<file path="src/rtl/bus_dma_master.sv">
// Word-copy bus master: reads LENGTH words from SRC and writes them to DST, one word per
// read/write pair, over a shared arbitrated bus. All outputs decode from registered state.
module bus_dma_master #(
  parameter int RD_LAT = 1
) (
  input  logic        clk,
  input  logic        reset_n,
  input  logic        start,
  input  logic [7:0]  src_addr,
  input  logic [7:0]  dst_addr,
  input  logic [7:0]  length,
  input  logic        m_grant,
  input  logic [31:0] m_din,
  output logic        m_req,
  output logic        m_wr,
  output logic [7:0]  m_address,
  output logic [31:0] m_dout,
  output logic        busy,
  output logic        done,
  output logic [7:0]  word_cnt
);

  typedef enum logic [2:0] {
    S_IDLE    = 3'd0,
    S_REQ     = 3'd1,
    S_RD      = 3'd2,
    S_RD_WAIT = 3'd3,
    S_WR      = 3'd4,
    S_DONE    = 3'd5
  } state_t;

  state_t      state_q, state_d;
  logic [7:0]  src_q, src_d;
  logic [7:0]  dst_q, dst_d;
  logic [7:0]  len_q, len_d;
  logic [7:0]  cnt_q, cnt_d;
  logic [31:0] data_q, data_d;
  logic [1:0]  wait_q, wait_d;

  // State and job registers
  always_ff @(posedge clk or negedge reset_n) begin
    if (!reset_n) begin
      state_q <= S_IDLE;
      src_q   <= 8'd0;
      dst_q   <= 8'd0;
      len_q   <= 8'd0;
      cnt_q   <= 8'd0;
      data_q  <= 32'd0;
      wait_q  <= 2'd0;
    end else begin
      state_q <= state_d;
      src_q   <= src_d;
      dst_q   <= dst_d;
      len_q   <= len_d;
      cnt_q   <= cnt_d;
      data_q  <= data_d;
      wait_q  <= wait_d;
    end
  end

  // Next-state logic; losing the grant anywhere in a word abandons that word
  always_comb begin
    state_d = state_q;
    src_d   = src_q;
    dst_d   = dst_q;
    len_d   = len_q;
    cnt_d   = cnt_q;
    data_d  = data_q;
    wait_d  = wait_q;
    case (state_q)
      S_IDLE: begin
        if (start) begin
          if (length != 8'd0) begin
            src_d   = src_addr;
            dst_d   = dst_addr;
            len_d   = length;
            cnt_d   = 8'd0;
            state_d = S_REQ;
          end else begin
            state_d = S_DONE;
          end
        end else begin
          state_d = S_IDLE;
        end
      end
      S_REQ: begin
        if (m_grant) begin
          state_d = S_RD;
        end else begin
          state_d = S_REQ;
        end
      end
      S_RD: begin
        if (!m_grant) begin
          state_d = S_REQ;
        end else begin
          wait_d  = 2'd0;
          state_d = S_RD_WAIT;
        end
      end
      S_RD_WAIT: begin
        if (!m_grant) begin
          state_d = S_REQ;
        end else if (wait_q == 2'(RD_LAT - 1)) begin
          data_d  = m_din;
          state_d = S_WR;
        end else begin
          wait_d  = wait_q + 2'd1;
        end
      end
      S_WR: begin
        if (!m_grant) begin
          state_d = S_REQ;
        end else begin
          cnt_d = cnt_q + 8'd1;
          if ((cnt_q + 8'd1) == len_q) begin
            state_d = S_DONE;
          end else begin
            state_d = S_RD;
          end
        end
      end
      S_DONE: begin
        state_d = S_IDLE;
      end
      default: begin
        state_d = S_IDLE;
      end
    endcase
  end

  // Moore output decode
  always_comb begin
    m_req     = 1'b0;
    m_wr      = 1'b0;
    m_address = 8'd0;
    busy      = 1'b1;
    done      = 1'b0;
    case (state_q)
      S_IDLE: begin
        busy = 1'b0;
      end
      S_REQ: begin
        m_req = 1'b1;
      end
      S_RD, S_RD_WAIT: begin
        m_req     = 1'b1;
        m_address = src_q + cnt_q;
      end
      S_WR: begin
        m_req     = 1'b1;
        m_wr      = 1'b1;
        m_address = dst_q + cnt_q;
      end
      S_DONE: begin
        done = 1'b1;
      end
      default: begin
        busy = 1'b0;
      end
    endcase
  end

  assign m_dout   = data_q;
  assign word_cnt = cnt_q;

endmodule
</file>
<file path="config.mk">
export PLATFORM = sky130hd
export DESIGN_NAME = bus_dma_master
export DESIGN_NICKNAME = d
export VERILOG_FILES = /design/src/rtl/bus_dma_master.sv
export SDC_FILE = /design/constraint.sdc
export NUM_CORES = 1
export LEC_CHECK = 0
export ABC_AREA = 1
export BUFFER_PORTS_ARGS = -buffer_cell sky130_fd_sc_hd__buf_4
export CAP_MARGIN = 10
export CORE_AREA = 2 2 92 94
export CTS_CLUSTER_DIAMETER = 200
export DETAILED_ROUTE_END_ITERATION = 8
export DIE_AREA = 0 0 94 96
export GPL_TIMING_DRIVEN = 0
export PLACE_DENSITY_LB_ADDON = 0.2
export SLEW_MARGIN = 20
export SYNTH_ARGS = -nofsm -noshare
export SYNTH_HDL_FRONTEND = slang
export SYNTH_SLANG_ARGS = --single-unit
</file>
<file path="constraint.sdc">
create_clock -name clk -period 2.3 [get_ports clk]
set_input_delay 0.115 -clock clk [delete_from_list [all_inputs] [get_ports clk]]
set_output_delay 0.115 -clock clk [all_outputs]
set_load 0.02 [all_outputs]
</file>
---- Word-level counts from Yosys, hierarchy flattened ----
Cells that the tools add are included.
cells by class
  $add $sub $neg .......................... 4
  equal/unequal tests ..................... 13
  multiplexer cells ....................... 22
  reductions and logical operators ........ 12
operator list
  kind                                                 count
  one-hot mux 8 bit (2 select lines)                   2
  2-to-1 mux 8 bit                                     3
  2-to-1 mux 3 bit                                     6
  adder 8 bit                                          2
  one-hot mux 3 bit (5 select lines)                   1
  != test 2 bit, second input constant                 6
  2-to-1 mux 2 bit                                     5
  adder 8 x 1 -> 8 bit, second input constant          1
  equality test 8 bit                                  1
  AND reduction 4 bit                                  2
  nonzero test 8 bit                                   1
  equality test 3 x 2 -> 1 bit, second input constant  2
  equality test 3 bit, second input constant           2
  AND reduction 3 bit                                  2
  OR reduction 5 bit                                   1
  2-to-1 mux 1 bit                                     4
  one-hot mux 2 bit (2 select lines)                   1
  nonzero test 2 bit                                   2
  OR reduction 4 bit                                   1
  equality test 3 x 1 -> 1 bit, second input constant  1
  logical NOT 3 bit                                    1
  != test 3 bit, second input constant                 1
  adder 2 x 1 -> 2 bit, second input constant          1
  logical NOT 2 bit                                    1
  OR reduction 2 bit                                   1
word-level totals
  register bits ........................... 69
  input bits .............................. 60
  output and inout bits ................... 52
  word-level logic and storage cells ...... 58

---- Longest topological paths before layout ----
Gate-level depths: netlist of run 1.
  depth in word-level cells ............... 5
  mapped depth ............................ 15
  mapped depth without buffers ............ 15

---- Worst setup path before layout of run 1 ----
OpenSTA, ideal clock, no wires.
  path kind ............................... reg2out
  from .................................... reg state_q[0]
  to ...................................... out m_address[6]
  arrival ................................. 2.500 ns
  data required time ...................... 2.185 ns
  setup slack ............................. -0.315 ns
  cell stages (with the launch flop) ...... 16
  buffers on the path ..................... 0
  cell sequence ........................... dfrtp_1 nor2_2 nand2_2 inv_2 nand2_1 nand2_1 ha_1 inv_1 fa_1 inv_1 nand3_1 nand2_1 a21o_1 a21oi_1 or2_2 a21oi_1
on the way
  word-level cells in the longest chain between the ends .. 3
  elaborated cells between the ends (all ways) .. 5
  those cells by class .................... 3 x eq/ne; 1 x mux; 1 x reduce/logical
RTL lines
  what                                  RTL line  RTL
  from (decl)                           32        state_t state_q, state_d;
  from (signal assigned)                51        state_q <= state_d;
  equality test 3 x 2 -> 1 bit          139       case (state_q)
  OR reduction 2 bit                    139
  one-hot mux 8 bit (2 select lines) *  139
  to (decl)                             16        output logic [7:0] m_address,
Mark *: on every way between the ends. The rest lies on a longest branch, timed or not.

---- Worst setup path in the final report of run 1 ----
Same ends and word-level chain as after synthesis.

==> reports/summary.txt, run 1 <==
Nets = 620
Cell count after synthesis = 366
Min cycle time layout = 2730 ps
Row count = 33
Initial Utilization = 46.2%
Unrepaired setup endpoints after global routing = yes
Max_cap viols = 0
Layout cells sized above 1 = 44.2%
Crit path capture type = primary output
Drt wl/cell = 14.8 um
Synth Warn # = 0
Maximum clock path buffer count = 2
Die Width = 94 um
First-pass GRT wire length = 15.6 mm
Drc violations = 0
Vias/cell = 4.99
Failing checks = setup timing
Placer Congestion = 0.833
ANT nets after route = 0
Type of the worst setup path = flip-flop to primary output
Worst IR drop on VDD = 0.000720 V
Leakage Power = 2.92 nW
Core ar. = 8050 sq um
Reg2reg end = word_cnt[0]
Worst Path Required = 2180 ps
Startpoint type of the worst setup path = flip-flop
Clock Skews = 13.4 ps
Die Y = 96 um
Post-DP HPWL = 6.37 mm
Synth unique cells = 34
Clk Latency, worst-skew pair = 340 ps
First DRT Iteration DRCs = 112
Largest net degree at the start of global routing = 70
Worst hold endpoint = src_q[6]
Final wirelength = 9.76 mm
Max-slew headroom = 41.2%
Seq cells post-synth = 69
Synthesized net count = 436
Final hold violations = 0
Final setup vio count = 6
Pins over their slew limit = 0
Initial antenna violation count = 0
Sequential fraction of the synthesis area = 46.4%
H-tree levels = 3
Avg Cell Area, Syn = 10.2 sq um
First-pass iteration count of the detailed router = 4
Crit share post-route = 119%
Mapped cell area = 3720 sq um
R2r setup slk = 270 ps
R2R cell count = 8
Top-Level Pins = 112
Pre-CTS setup slack = -348 ps
Grt total ovfl = 0
Worst hold slack = 12.0 ps
Hold path cells = 2
TritonCTS clock tree = yes
Worst Max-Slew Pin Slew = 882 ps
Hold Crit Start = src_addr[6]
Worst Hold Class = primary input to flip-flop
Worst reg2reg startpoint = state_q[0]
Fmax = 366 MHz
Fin worst setup slack = -434 ps
CP peak stage delay = 430 ps
CTS Buf Count = 9
Status = complete, but fails checks
Max FO, Critical Path = 4
Sink Count = 69
Die area = 9020 sq um
Power per cell area = 1180 nW/um^2
Gr usage total = 22.4%
Vias = 3,288
Vias in the first global route = 3,274
Diodes inserted = 0
Clock root cell = clkbuf_8
Finished Core Util = 70.6%
Port Buffer Count = 111
Clk pin slew, worst setup/hold paths = 70 ps
Area growth syn-to-layout = 52.9%
Post-route cell area = 5680 sq um
WP data arrival = 2620 ps
Worst path slowest cell = dfrtp_2
Fill count = 591
Worst-path cell chain = nor2_4, nand2_4, buf_6, o21ai_4, inv_2, fa_2, inv_2, nand3_2, nand2_2, a21o_1, a21oi_2, or2_4, a21oi_4, buf_6
Post-Place Cell Area = 4700 sq um
==> critical path, delay by kind of cell (launching register included) <==
family | cells | cell delay (ps)
DFF | 1 | 430
and+or+nand+nor | 5 | 620
adders and majority gates | 1 | 360
AOI/OAI and AO/OA | 4 | 460
buffers and inverters | 4 | 410
==> cell type report <==
cell class	instances	area [sq um]	area share, %
multi-input cells	248	1910	33.6
flip-flops and latches	69	1730	30.4
repair buffers	173	1430	25.2
inverters	42	160	2.82
clock buffers	10	138	2.42
well taps	105	131	2.31
clock inverters	5	106	1.87
plain buffers	7	76.3	1.34
==> cell usage after synthesis (all sizes together) <==
cell type / n / area share (%)
a21o: 2 / 0.40
dfrtp: 69 / 46
nand4: 4 / 0.67
fa: 1 / 0.54
nor3: 2 / 0.57
o21ai: 23 / 3.1
or2: 2 / 0.34
mux2i: 2 / 0.54
a311oi: 1 / 0.24
nor2: 26 / 3.4
xnor2: 1 / 0.24
mux2: 47 / 18
nand3: 28 / 3.8
o22ai: 2 / 0.34
o21bai: 1 / 0.20
buf: 7 / 2.1
inv: 42 / 4.2
o211ai: 1 / 0.20
ha: 9 / 3.0
nand2: 77 / 8.4
nand3b: 3 / 0.61
a21oi: 13 / 1.9
xor2: 3 / 0.71
==> report_power, final <==
| group | internal (mW) | switching, mW | total, mW | leakage (nW) |
|---|---|---|---|---|
| clock | 0.748 | 0.480 | 1.23 | 0.119 |
| sequential | 1.75 | 0.358 | 2.10 | 0.850 |
| combinational | 1.74 | 1.63 | 3.37 | 1.96 |
==> per-layer routing <==
| metal | track usage [%] | vias up | part of all wire, % |
|---|---|---|---|
| met1 | 29.1 | 1550 | 43 |
| met2 | 36.4 | 132 | 47 |
| met5 | 0 | - | 0 |
| met4 | 10.0 | 0 | 2.9 |
| met3 | 4.78 | 23 | 7.1 |
| li1 | - | 1583 | - |
==> repair_timing <==
| action | 4_1_cts | 5_1_grt |
|---|---|---|
| hold buffers | 40 | 1 |
| pin swaps | 6 | 13 |
| endpoints found under the setup margin | 7 | 7 |
| setup buffers | 18 | 8 |
| endpoints found under the hold margin | 108 | 1 |
| gates cloned | 1 | 0 |
| resized for setup | 36 | 9 |
==> stage by stage <==
step | power, mW | TNS (ps) | instances
finish | 6.71 | -1770 | 659
global route | 7.11 | -2650 | 659
CTS | 6.64 | -1480 | 652
detailed placement | 5.09 | -507 | 582
global placement | 5.02 | -451 | 582
floorplan | 4.04 | -104 | 366
==> layout by cell type, fill, tap and decap left out, types with 10 or more instances in the layout <==
master / Yosys / layout
buf_4: 0 / 124
dfrtp_1: 69 / 67
nand2_1: 72 / 63
dlygate4sd3_1: 0 / 41
mux2_4: 39 / 39
inv_1: 39 / 36
nand3_1: 28 / 26
nor2_1: 21 / 21
o21ai_0: 22 / 19
buf_6: 5 / 13
nand2_2: 3 / 10
clkbuf_8: 0 / 10
==> how the worst max path moves through the flow <==
stage	startpoint	end	slack (ps)	depth (start not counted)
CTS	state_q[1]	m_address[6]	-370	14
floorplan	state_q[0]	m_address[6]	-100	15
global placement	state_q[0]	m_address[6]	-320	16
detailed placement	state_q[0]	m_address[6]	-350	16
global route	state_q[0]	m_address[6]	-530	14
finish	state_q[0]	m_address[6]	-430	14
==> state kept, by name, summed over array words and instances (netlist names) <==
register,cells
m_dout,32
len_q,8
state_q,3
wait_q,2
word_cnt,8
dst_q,8
src_q,8
==> cell families after synthesis <==
group,count (synthesis),synth area share (%)
XOR/XNOR,4,0.943
flip-flops,69,46.4
AO/OA/AOI/OAI,43,6.33
adder cells (fa/ha/maj),10,3.57
multiplexers,49,18.7
AND/OR/NAND/NOR,142,17.7
buffers and inverters,49,6.29
No activity file was read; power rests on OpenSTA's default activity.
==> run 2: changes to the inputs <==
--- a/config.mk
+++ b/config.mk
@@ -5,13 +5,12 @@
 export SDC_FILE = /design/constraint.sdc
 export NUM_CORES = 1
 export LEC_CHECK = 0
-export ABC_AREA = 1
 export BUFFER_PORTS_ARGS = -buffer_cell sky130_fd_sc_hd__buf_4
 export CAP_MARGIN = 10
-export CORE_AREA = 2 2 92 94
+export CORE_AREA = 2 2 90 92
 export CTS_CLUSTER_DIAMETER = 200
 export DETAILED_ROUTE_END_ITERATION = 8
-export DIE_AREA = 0 0 94 96
+export DIE_AREA = 0 0 92 94
 export GPL_TIMING_DRIVEN = 0
 export PLACE_DENSITY_LB_ADDON = 0.2
 export SLEW_MARGIN = 20
==> run 2 against run 1 <==
Effect of this change: the flow still finishes with violations (setup timing); core utilization up 0.19 points; worst hold slack improved by 1.5 ps; wire length decreased by 7.9%; setup slack lost 98 ps; global-route usage down 1.7 points; clock-buffer cell count decreased by 1; combinational power is 6.5% lower; synthesized cell count is 20% lower.
==> reports/summary.txt, run 2 <==
CP most frequent cell = o21ai_2
Vias = 2,927 (was 3,288)
Max FO, Critical Path = 6 (was 4)
Max-slew headroom = 42.2% (was 41.2%)
Sequential fraction of the synthesis area = 49.9% (was 46.4%)
Layout cells sized above 1 = 52.2% (was 44.2%)
Vias/cell = 5.06 (was 4.99)
Synthesized net count = 362 (was 436)
Largest cells by area after synthesis = dfrtp_1 50%, mux2_2 20%, o21ai_0 3.5% (was dfrtp_1 46%, mux2_4 16%, nand2_1 7.3%)
Most common cell after layout, fill and taps aside = buf_4 (unchanged)
First-pass iteration count of the detailed router = 4 (unchanged)
TritonCTS clock tree = yes (unchanged)
Most common cell in the netlist = dfrtp_1 (was nand2_1)
Type of the worst setup path = flip-flop to primary output (unchanged)
H-tree levels = 3 (unchanged)
Int Pwr = 3.90 mW (was 4.23 mW)
CTS Buf Count = 9 (unchanged)
Port Buffer Count = 110 (was 111)
CP peak stage delay = 440 ps (was 430 ps)
Die Width = 92 um (was 94 um)
Failing checks = setup timing (unchanged)
Seq cells post-synth = 69 (unchanged)
Status = complete, but fails checks (unchanged)
Min cycle time layout = 2830 ps (was 2730 ps)
Synth unique cells = 42 (was 34)
Clk Latency, worst-skew pair = 340 ps (about the same)
Worst path bufs/invs = 3 (was 4)
Logic gate share of total power = 50.2% (was 50.3%)
Area growth syn-to-layout = 55.7% (was 52.9%)
Reg power frac = 33.4% (was 31.4%)
Die Y = 94 um (was 96 um)
Gr usage total = 20.7% (was 22.4%)
Post-Route Setup TNS = -2630 ps (was -1770 ps)
Initial Utilization = 45.5% (was 46.2%)
Sw Ratio = 37.7% (was 36.9%)
Initial antenna violation count = 0 (unchanged)
Startpoint type of the worst setup path = flip-flop (unchanged)
Power per cell area = 1160 nW/um^2 (was 1180 nW/um^2)
Grt total ovfl = 0 (unchanged)
Vias in the first global route = 2,891 (was 3,274)
Core ar. = 7610 sq um (was 8050 sq um)
Pins over their slew limit = 0 (unchanged)
Clock Skews = 11.5 ps (was 13.4 ps)
Nets = 542 (was 620)
Worst Max-Slew Pin Slew = 867 ps (was 882 ps)
Leakage Power = 2.49 nW (was 2.92 nW)
Final wirelength = 8.99 mm (was 9.76 mm)
Non-Filler Instances = 579 (was 659)
Crit share post-route = 123% (was 119%)
Post-DP HPWL = 5.79 mm (was 6.37 mm)
Crit path capture type = primary output (unchanged)
Worst-path cell chain = nor3_4, buf_12, mux2_4, ha_4, inv_2, fa_2, nor2b_2, o21ai_2, a21boi_2, o21ai_2, nand3_1, nor3b_4, buf_6 (was nor2_4, nand2_4, buf_6, o21ai_4, inv_2, fa_2, inv_2, nand3_2, nand2_2, a21o_1, a21oi_2, or2_4, a21oi_4, buf_6)
Final setup vio count = 7 (was 6)
Clk pin slew, worst setup/hold paths = 80 ps (was 70 ps)
Fmax = 353 MHz (was 366 MHz)
First-pass GRT wire length = 13.9 mm (was 15.6 mm)
Drt wl/cell = 15.5 um (was 14.8 um)
Sink Count = 69 (unchanged)
Top Family by Delay on Critical Path = simple AND/OR/NAND/NOR gates (unchanged)
Worst IR drop on VDD = 0.000912 V (was 0.000720 V)
Avg Cell Area, Syn = 11.8 sq um (was 10.2 sq um)
Maximum clock path buffer count = 2 (unchanged)
First DRT Iteration DRCs = 105 (was 112)
Worst path slowest cell = dfrtp_2 (unchanged)
Fin worst setup slack = -533 ps (was -434 ps)
Synth Flop Type = dfrtp_1 (unchanged)
Placed Cells = 504 (was 582)
Diodes inserted = 0 (unchanged)
Commonest non-fill, non-tap cells in the layout = 120 x buf_4, 64 x dfrtp_1, 58 x mux2_2 (was 124 x buf_4, 67 x dfrtp_1, 63 x nand2_1)
Row count = 32 (was 33)
Worst hold slack = 13.5 ps (was 12.0 ps)
WP data arrival = 2720 ps (was 2620 ps)
Placer Congestion = 0.861 (was 0.833)
Drc violations = 0 (unchanged)
Clock root cell = clkbuf_8 (unchanged)
Mapped cell area = 3460 sq um (was 3720 sq um)
EDFF count, synth = 0 (unchanged)
Synth Warn # = 0 (unchanged)
Top-Level Pins = 112 (unchanged)
Async set-or-reset flop fraction in the synthesized netlist = 100% (unchanged)
Clock share of power = 16.4% (was 18.3%)
Die area = 8650 sq um (was 9020 sq um)
Post-synth top area share = 49.9% (was 46.4%)
Largest net degree at the start of global routing = 70 (unchanged)
Final hold violations = 0 (unchanged)
Switching pwr = 2.36 mW (was 2.47 mW)
Worst Path Required = 2180 ps (about the same)
Area leader, netlist = dfrtp_1 (unchanged)
Cell count after synthesis = 292 (was 366)
Worst Hold Class = primary input to flip-flop (unchanged)
Max reg flops = 32 (unchanged)
Unrepaired setup endpoints after global routing = yes (unchanged)
Max_cap viols = 0 (unchanged)
ANT nets after route = 0 (unchanged)
Most frequent cells after synthesis = 69 x dfrtp_1, 61 x mux2_2, 24 x o21ai_0 (was 72 x nand2_1, 69 x dfrtp_1, 39 x inv_1, 39 x mux2_4, 28 x nand3_1)
## run 2: worst paths after layout
path / slack (ps) / depth (start not counted) / start / to
max reg2reg: 70 / 6 / word_cnt[1] / state_q[1]
max in group asynchronous: 1260 / 2 / reset_n / word_cnt[0]
min reg2reg: 490 / 1 / m_dout[7] / m_dout[7]
min: 10 / 2 / src_addr[6] / src_q[6]
max: -530 / 13 / state_q[0] / m_address[6]
min in group asynchronous: 410 / 2 / reset_n / word_cnt[5]
## run 2: kinds of logic (layout without fill, tap and decap cells)
logic type | count (synthesis) | in the layout | synth area share [%]
flip-flops | 69 | 69 | 49.9
AND/OR/NAND/NOR | 64 | 64 | 9.73
multiplexers | 63 | 63 | 20.5
AO/OA/AOI/OAI | 44 | 44 | 7.34
buffers and inverters | 25 | 210 | 3.76
XOR/XNOR | 16 | 16 | 4.60
adder cells (fa/ha/maj) | 11 | 11 | 4.16
## run 2: final cells by class
type | count | area [sq um]
inverters | 12 | 45.0
fillers | 554 | 2220
clock buffers | 9 | 124
clock inverters | 7 | 81.3
repair buffers | 171 | 1430
multi-input cells | 198 | 1760
well taps | 102 | 128
plain buffers | 11 | 77.6
flip-flops and latches | 69 | 1730
## run 2: worst register-to-register path, cell delays in order, from the launching register on
cell     delay, ps
dfrtp_2        480
ha_4           200
xor3_4         320
nor3_4         180
nand4_1        110
or4_4          580
a22o_4         270
## run 2: through the flow
stage                     utilization [%]  total power, mW  area (sq um)  worst slack, ps
after global placement               58.9             4.85          4480             -729
final                                70.8             6.27          5390             -533
after detailed placement             58.9             4.93          4480             -777
after floorplan                         -             3.92          3530             -430
after CTS                            69.3             6.18          5280             -556
after global routing                 70.8             6.66          5390             -685
## run 2: repair_timing
item | 4_1_cts | 5_1_grt
hold buffers | 42 | 3
setup buffers | 11 | 6
pin swaps | 19 | 9
gates resized for setup | 25 | 6
endpoints found under the hold margin | 110 | 3
setup endpoints to repair | 11 | 9
## run 2: power groups by stage
stage / Clock (mW) / Combinational [mW] / Sequential (mW)
finish: 1.02 / 3.15 / 2.09
global route: 1.11 / 3.38 / 2.17
detailed placement: 0 / 2.85 / 2.08
global placement: 0 / 2.80 / 2.05
CTS: 1.05 / 3.04 / 2.09
floorplan: 0 / 1.55 / 2.36
## run 2: metal layers
layer | share of wire (%) | GRT usage [%] | vias up
li1 | - | - | 1397
met4 | 1.7 | 7.34 | 0
met2 | 51 | 35.3 | 100
met1 | 42 | 25.4 | 1417
met3 | 5.9 | 5.78 | 13
met5 | 0 | 0 | -
